## src/rtl/aes_op_arb_pkg.sv

```systemverilog
// Shared types and constants for the AES op-buffer arbiter.
package aes_op_arb_pkg;

  localparam int unsigned STAT_W   = 16;
  localparam int unsigned BLK_ROWS = 4;
  localparam int unsigned BLK_COLS = 4;

  typedef enum logic {
    IDLE  = 1'b0,
    GRANT = 1'b1
  } arb_state_e;

  typedef logic [7:0] cipher_blk_t [BLK_ROWS][BLK_COLS];

endpackage

```

## src/rtl/aes_op_buf_arbiter_rr_pick.sv

```systemverilog
// Round-robin selector: lowest-distance requester at or after ptr_i, wrapping at N-1.
module rr_pick #(
  parameter int unsigned N  = 4,
  parameter int unsigned IW = (N > 1) ? $clog2(N) : 1
) (
  input  logic [N-1:0]  req_i,
  input  logic [IW-1:0] ptr_i,
  output logic [IW-1:0] idx_o,
  output logic          found_o
);

  localparam int unsigned PW = IW + 1;
  localparam logic [PW-1:0] N_W = PW'(N);

  logic [PW-1:0] pos;

  // Scan farthest-first so the nearest requester overwrites the result last.
  always_comb begin
    idx_o   = '0;
    found_o = 1'b0;
    pos     = '0;
    for (int k = int'(N) - 1; k >= 0; k--) begin
      pos = {1'b0, ptr_i} + PW'(k);
      if (pos >= N_W) begin
        pos = pos - N_W;
      end
      if (req_i[pos[IW-1:0]]) begin
        idx_o   = pos[IW-1:0];
        found_o = 1'b1;
      end
    end
  end

endmodule

```

## src/rtl/aes_op_buf_arbiter.sv

```systemverilog
// Round-robin burst arbiter sharing one op-buffer port between AES cores.
// Optional per-core block / stall counters under AES_OP_ARB_STATS_EN.
module aes_op_buf_arbiter
  import aes_op_arb_pkg::*;
#(
  parameter int unsigned NUM_CORES = 4,
  parameter int unsigned MAX_BURST = 4,
  parameter int unsigned NO_ROWS   = 4,
  parameter int unsigned NO_COLS   = 4,
  parameter int unsigned IW        = (NUM_CORES > 1) ? $clog2(NUM_CORES) : 1
) (
  input  logic                 aes_clk,
  input  logic                 reset,
  input  logic [NUM_CORES-1:0] core_txt_vld,
  output logic [NUM_CORES-1:0] core_txt_rdy,
  input  logic [7:0]           core_cipher_txt [NUM_CORES-1:0][NO_ROWS-1:0][NO_COLS-1:0],
  output logic                 cipher_txt_vld,
  input  logic                 cipher_txt_rdy,
  output logic [7:0]           p_cipher_txt [NO_ROWS-1:0][NO_COLS-1:0],
  output logic [IW-1:0]        cipher_src_id,
  output logic                 arb_busy
`ifdef AES_OP_ARB_STATS_EN
  ,
  output logic [NUM_CORES-1:0][STAT_W-1:0] blk_cnt,
  output logic [STAT_W-1:0]                stall_cnt
`endif
);

  localparam int unsigned BW = (MAX_BURST > 1) ? $clog2(MAX_BURST) : 1;
  localparam logic [BW-1:0] LAST_BEAT = BW'(MAX_BURST - 1);
  localparam logic [IW-1:0] LAST_CORE = IW'(NUM_CORES - 1);

  arb_state_e    state_q, state_d;
  logic [IW-1:0] grant_q, grant_d;
  logic [IW-1:0] rr_ptr_q, rr_ptr_d;
  logic [BW-1:0] beat_q, beat_d;

  logic          vld_q;
  logic [IW-1:0] src_q;
  logic [7:0]    blk_q [NO_ROWS-1:0][NO_COLS-1:0];

  logic [IW-1:0] pick_idx;
  logic          pick_found;
  logic          out_free;
  logic          xfer;

  rr_pick #(
    .N  (NUM_CORES),
    .IW (IW)
  ) u_rr_pick (
    .req_i   (core_txt_vld),
    .ptr_i   (rr_ptr_q),
    .idx_o   (pick_idx),
    .found_o (pick_found)
  );

  // Output stage can take a new block when empty or draining this cycle.
  assign out_free = !vld_q || cipher_txt_rdy;

  always_comb begin
    state_d      = state_q;
    grant_d      = grant_q;
    rr_ptr_d     = rr_ptr_q;
    beat_d       = beat_q;
    core_txt_rdy = '0;
    xfer         = 1'b0;
    unique case (state_q)
      IDLE: begin
        if (pick_found) begin
          grant_d = pick_idx;
          beat_d  = '0;
          state_d = GRANT;
        end
      end
      GRANT: begin
        core_txt_rdy[grant_q] = out_free;
        xfer = core_txt_vld[grant_q] && out_free;
        if ((xfer && (beat_q == LAST_BEAT)) || !core_txt_vld[grant_q]) begin
          state_d  = IDLE;
          beat_d   = '0;
          rr_ptr_d = (grant_q == LAST_CORE) ? '0 : grant_q + IW'(1);
        end else if (xfer) begin
          beat_d = beat_q + BW'(1);
        end
      end
      default: state_d = IDLE;
    endcase
  end

  always_ff @(posedge aes_clk) begin
    if (reset) begin
      state_q  <= IDLE;
      grant_q  <= '0;
      rr_ptr_q <= '0;
      beat_q   <= '0;
    end else begin
      state_q  <= state_d;
      grant_q  <= grant_d;
      rr_ptr_q <= rr_ptr_d;
      beat_q   <= beat_d;
    end
  end

  // Output register runs independently of the FSM; data holds while stalled.
  always_ff @(posedge aes_clk) begin
    if (reset) begin
      vld_q <= 1'b0;
      src_q <= '0;
      blk_q <= '{default: '0};
    end else if (xfer) begin
      vld_q <= 1'b1;
      src_q <= grant_q;
      blk_q <= core_cipher_txt[grant_q];
    end else if (cipher_txt_rdy) begin
      vld_q <= 1'b0;
    end
  end

  assign cipher_txt_vld = vld_q;
  assign cipher_src_id  = src_q;
  assign p_cipher_txt   = blk_q;
  assign arb_busy       = (state_q != IDLE);

`ifdef AES_OP_ARB_STATS_EN
  logic [NUM_CORES-1:0][STAT_W-1:0] blk_cnt_q;
  logic [STAT_W-1:0]                stall_cnt_q;

  // Saturating activity counters.
  always_ff @(posedge aes_clk) begin
    if (reset) begin
      blk_cnt_q   <= '0;
      stall_cnt_q <= '0;
    end else begin
      if (xfer && (blk_cnt_q[grant_q] != '1)) begin
        blk_cnt_q[grant_q] <= blk_cnt_q[grant_q] + STAT_W'(1);
      end
      if (vld_q && !cipher_txt_rdy && (stall_cnt_q != '1)) begin
        stall_cnt_q <= stall_cnt_q + STAT_W'(1);
      end
    end
  end

  assign blk_cnt   = blk_cnt_q;
  assign stall_cnt = stall_cnt_q;
`endif

endmodule

```

## config.mk

```make
export PLATFORM = sky130hd
export DESIGN_NAME = aes_op_buf_arbiter
export DESIGN_NICKNAME = d
export VERILOG_FILES = /design/src/rtl/aes_op_arb_pkg.sv /design/src/rtl/aes_op_buf_arbiter_rr_pick.sv /design/src/rtl/aes_op_buf_arbiter.sv
export SDC_FILE = /design/constraint.sdc
export NUM_CORES = 1
export LEC_CHECK = 0
export ABC_CLOCK_PERIOD_IN_PS = 2050
export CORE_AREA = 2 2 254 256
export CTS_CLUSTER_DIAMETER = 60
export DETAILED_ROUTE_END_ITERATION = 6
export DIE_AREA = 0 0 256 258
export PLACE_DENSITY = 0.38
export SETUP_SLACK_MARGIN = 0.4
export SYNTH_ARGS = -nofsm -noshare
export SYNTH_HDL_FRONTEND = slang
export SYNTH_SLANG_ARGS = --single-unit
```

## constraint.sdc

```tcl
create_clock -name aes_clk -period 2.05 [get_ports aes_clk]
set_input_delay 0.205 -clock aes_clk [delete_from_list [all_inputs] [get_ports aes_clk]]
set_output_delay 0.205 -clock aes_clk [all_outputs]
set_load 0.01 [all_outputs]
```

==> reports/metrics.yaml <==
floorplan:
  core_area_sq_um: 63600
  die-height_um: 258
  fp-row-count: 93
  die_w_um: 256
  io_pins: 655
  start_util_pct: 12.7
  design.die.area_sq_um: 66000
place:
  dp_cells: 2267
  port_buffers: 654
  gp_congestion: 0.839
  hpwl_mm: 35.8
layout:
  fin_nets: 1991
  layout.cells.non_filler: 2336
  drive_gt1_share_pct: 22.4
  synthToLayoutAreaGrowth_pct: 120
worst_setup_path:
  path_class: "reg2reg"
  cp_slowest_cell: "mux4_2"
  crit_required_ns: 2.38
  arrival_ns: 2.20
  crit_family: "multiplexers"
  r2r_slack_ns: 0.18
  critPathCaptureType: "flip-flop"
  cp_max_fo: 32
  critPathBufInv: 2
  max_stage_delay_ns: 0.56
  reg2reg_from: "grant_q[0]"
  cp_cell_sequence: "mux4_2, and3_4, buf_12, buf_12, nand2_1, a21oi_2"
  critPathLaunch: "grant_q[0]"
  critPathMostFrequentCell: "buf_12"
  start_kind: "flip-flop"
sta:
  setup_viol: 0
  rsz0062_at_grt: "true"
  clock_skew_ns: 0.0114
  min_period_ns: 1.87
  maxSlewHeadroom_pct: 61.6
  final-hold-violation-count: 0
  fin_crit_sh_pct: 91.0
  fin_tns_setup_ns: 0
  max_freq_mhz: 536
  slew_violations: 0
  worstMarginPinSlew_ns: 0.576
synthesis:
  avgSynthCellArea_sq_um: 10.2
  synth_cells: 791
  ys_ff_latch: 138
  syn_area_sq_um: 8070
  synth.distinct_cells: 32
  syn_nets: 1315
  ys_seq_area_share_pct: 34.2
  yosys_warnings: 0
power_and_ir_drop:
  ir_worst_vdd_uv: 636
  p_total_uw: 9560
  powerDensity_nw_per_um2: 538
  p_leak_uw: 0.00663
min_path:
  hold_start: "reset"
  hp-class: "in2reg"
cts:
  cts_buffers: 17
  cts.htree.levels: 4
  ctsHoldBuffers: 0
  clk_pin_slew_ns: 0.07
  clock-sinks: 138
  cts_tree: "done"
  clk_latency_ns: 0.47
  root_buffer: "clkbuf_16"
  cts_buffer_depth: 2
route:
  vias: 9094
  via_per_inst: 3.89
  drt_iter0_drc: 303
  routedWlPerCell_um: 20.4
  drc_errors: 0
  drtAntennaViolNets: 0
  totalWireLength_mm: 47.6
  dr.pass1.iters: 6
global_routing:
  grt_max_degree: 54
  grtUsageTotal_pct: 13.6
  antenna_found_initial: 0
  grt_pass1_wl_mm: 65.4
  grt_pass1_vias: 9672
  overflow: 0
job:
  maxCapViolations: 0
status:
  status: "finished, final reports clean"
what timing repair did:
item                       in CTS  in global routing
resized for setup              42                168
gates cloned                    6                 10
hold endpoints to repair        0                  0
buffers inserted               12                  8
pin swaps                      13                 74
setup endpoints to repair     175                175
Yosys cell counts:
cell type | n | area [sq um]
buf_2 | 36 | 180
buf_6 | 5 | 56.3
clkbuf_1 | 32 | 120
o211ai_1 | 1 | 7.51
mux2i_1 | 56 | 561
dfxtp_1 | 138 | 2760
and3b_1 | 1 | 8.76
nor4_1 | 1 | 6.26
a41oi_1 | 1 | 8.76
o2bb2ai_1 | 1 | 8.76
ha_1 | 5 | 62.6
mux2_2 | 3 | 33.8
nand2b_1 | 3 | 18.8
o21ai_0 | 2 | 10.0
mux4_2 | 102 | 2300
inv_1 | 6 | 22.5
nor2_1 | 9 | 33.8
nand2_1 | 207 | 777
buf_1 | 2 | 7.51
buf_4 | 1 | 7.51
a22o_1 | 28 | 245
a21o_1 | 2 | 15.0
nand3_1 | 1 | 5.00
a21oi_1 | 109 | 546
nor4b_1 | 1 | 8.76
o22ai_1 | 28 | 175
and2_1 | 1 | 6.26
a2111o_1 | 1 | 11.3
nor2_8 | 1 | 20.0
a22oi_1 | 1 | 7.51
and3_1 | 5 | 31.3
nor3_1 | 1 | 5.00
sequential cells by signal (all words and copies together), names as in the netlist:
name and count:
rr_ptr_q 2, cipher_txt_vld 1, cipher_src_id 2, grant_q 2, p_cipher_txt 128, arb_busy 1, beat_q 2
layout make-up:
type / instances / area, sq um
fillers: 6739 / 45900
inverters: 6 / 30.0
multi-input cells: 571 / 5460
flip-flops and latches: 138 / 2770
clock buffers: 19 / 443
clock inverters: 13 / 119
diodes: 1 / 2.50
repair buffers: 733 / 7880
well taps: 855 / 1070
where the power goes:
part           leakage (uW)  total, uW  switching (uW)  internal, uW
Combinational       0.00524       3500            1330          2170
Sequential          0.00113       3000             129          2870
Clock              0.000266       3070            1370          1700
Total               0.00663       9560            2830          6740
cell families (layout without fill, tap and decap cells):
group | after synthesis | after routing | share of synthesized area, %
AND/OR/NAND/NOR | 231 | 231 | 11.4
buffers and inverters | 82 | 771 | 4.89
AO/OA/AOI/OAI | 174 | 174 | 12.8
flip-flops | 138 | 138 | 34.2
other | 0 | 1 | 0
adder cells (fa/ha/maj) | 5 | 5 | 0.776
multiplexers | 161 | 161 | 35.8
cells in the final DEF (no fill, tap or decap), drive strengths merged, types with 2 or more instances in the layout:
master,n
inv,8
clkinvlp,4
clkdlybuf4s50,611
a22o,28
nand2,207
mux2i,56
buf,74
dlymetal6s2s,37
mux4,102
a21o,2
clkbuf,27
nand2b,3
o21ai,2
bufbuf,3
ha,5
and3,5
a21oi,109
dfxtp,138
o22ai,28
clkinv,6
mux2,3
nor2,10
stage by stage:
stage	utilization, %	cell area (sq um)	setup WS (ns)	hold WS, ns
2_1_floorplan	-	8150	0.261	0.420
3_3_place_gp	24.9	15900	-0.116	0.441
3_5_place_dp	24.9	15900	-0.143	0.446
4_1_cts	26.5	16900	0.207	0.127
5_1_grt	27.9	17800	0.122	0.165
6_report	27.9	17800	0.184	0.166
layer usage:
metal / up-vias / part of all wire (%) / GRT usage (%) / routed length [um]
met1: 4406 / 38 / 14.9 / 18300
met3: 38 / 7.2 / 4.63 / 3410
met4: 0 / 1.9 / 4.01 / 898
li1: 4305 / - / - / -
met2: 345 / 52 / 24.6 / 25000
met5: - / 0 / 0 / 0
worst paths after layout:
kind,to,cells past startpoint
worst max-delay path,p_cipher_txt[68],6
worst min-delay path,p_cipher_txt[40],2
worst max register to register,p_cipher_txt[68],6
worst min register to register,p_cipher_txt[20],2
No activity file was read; power rests on OpenSTA's default activity.
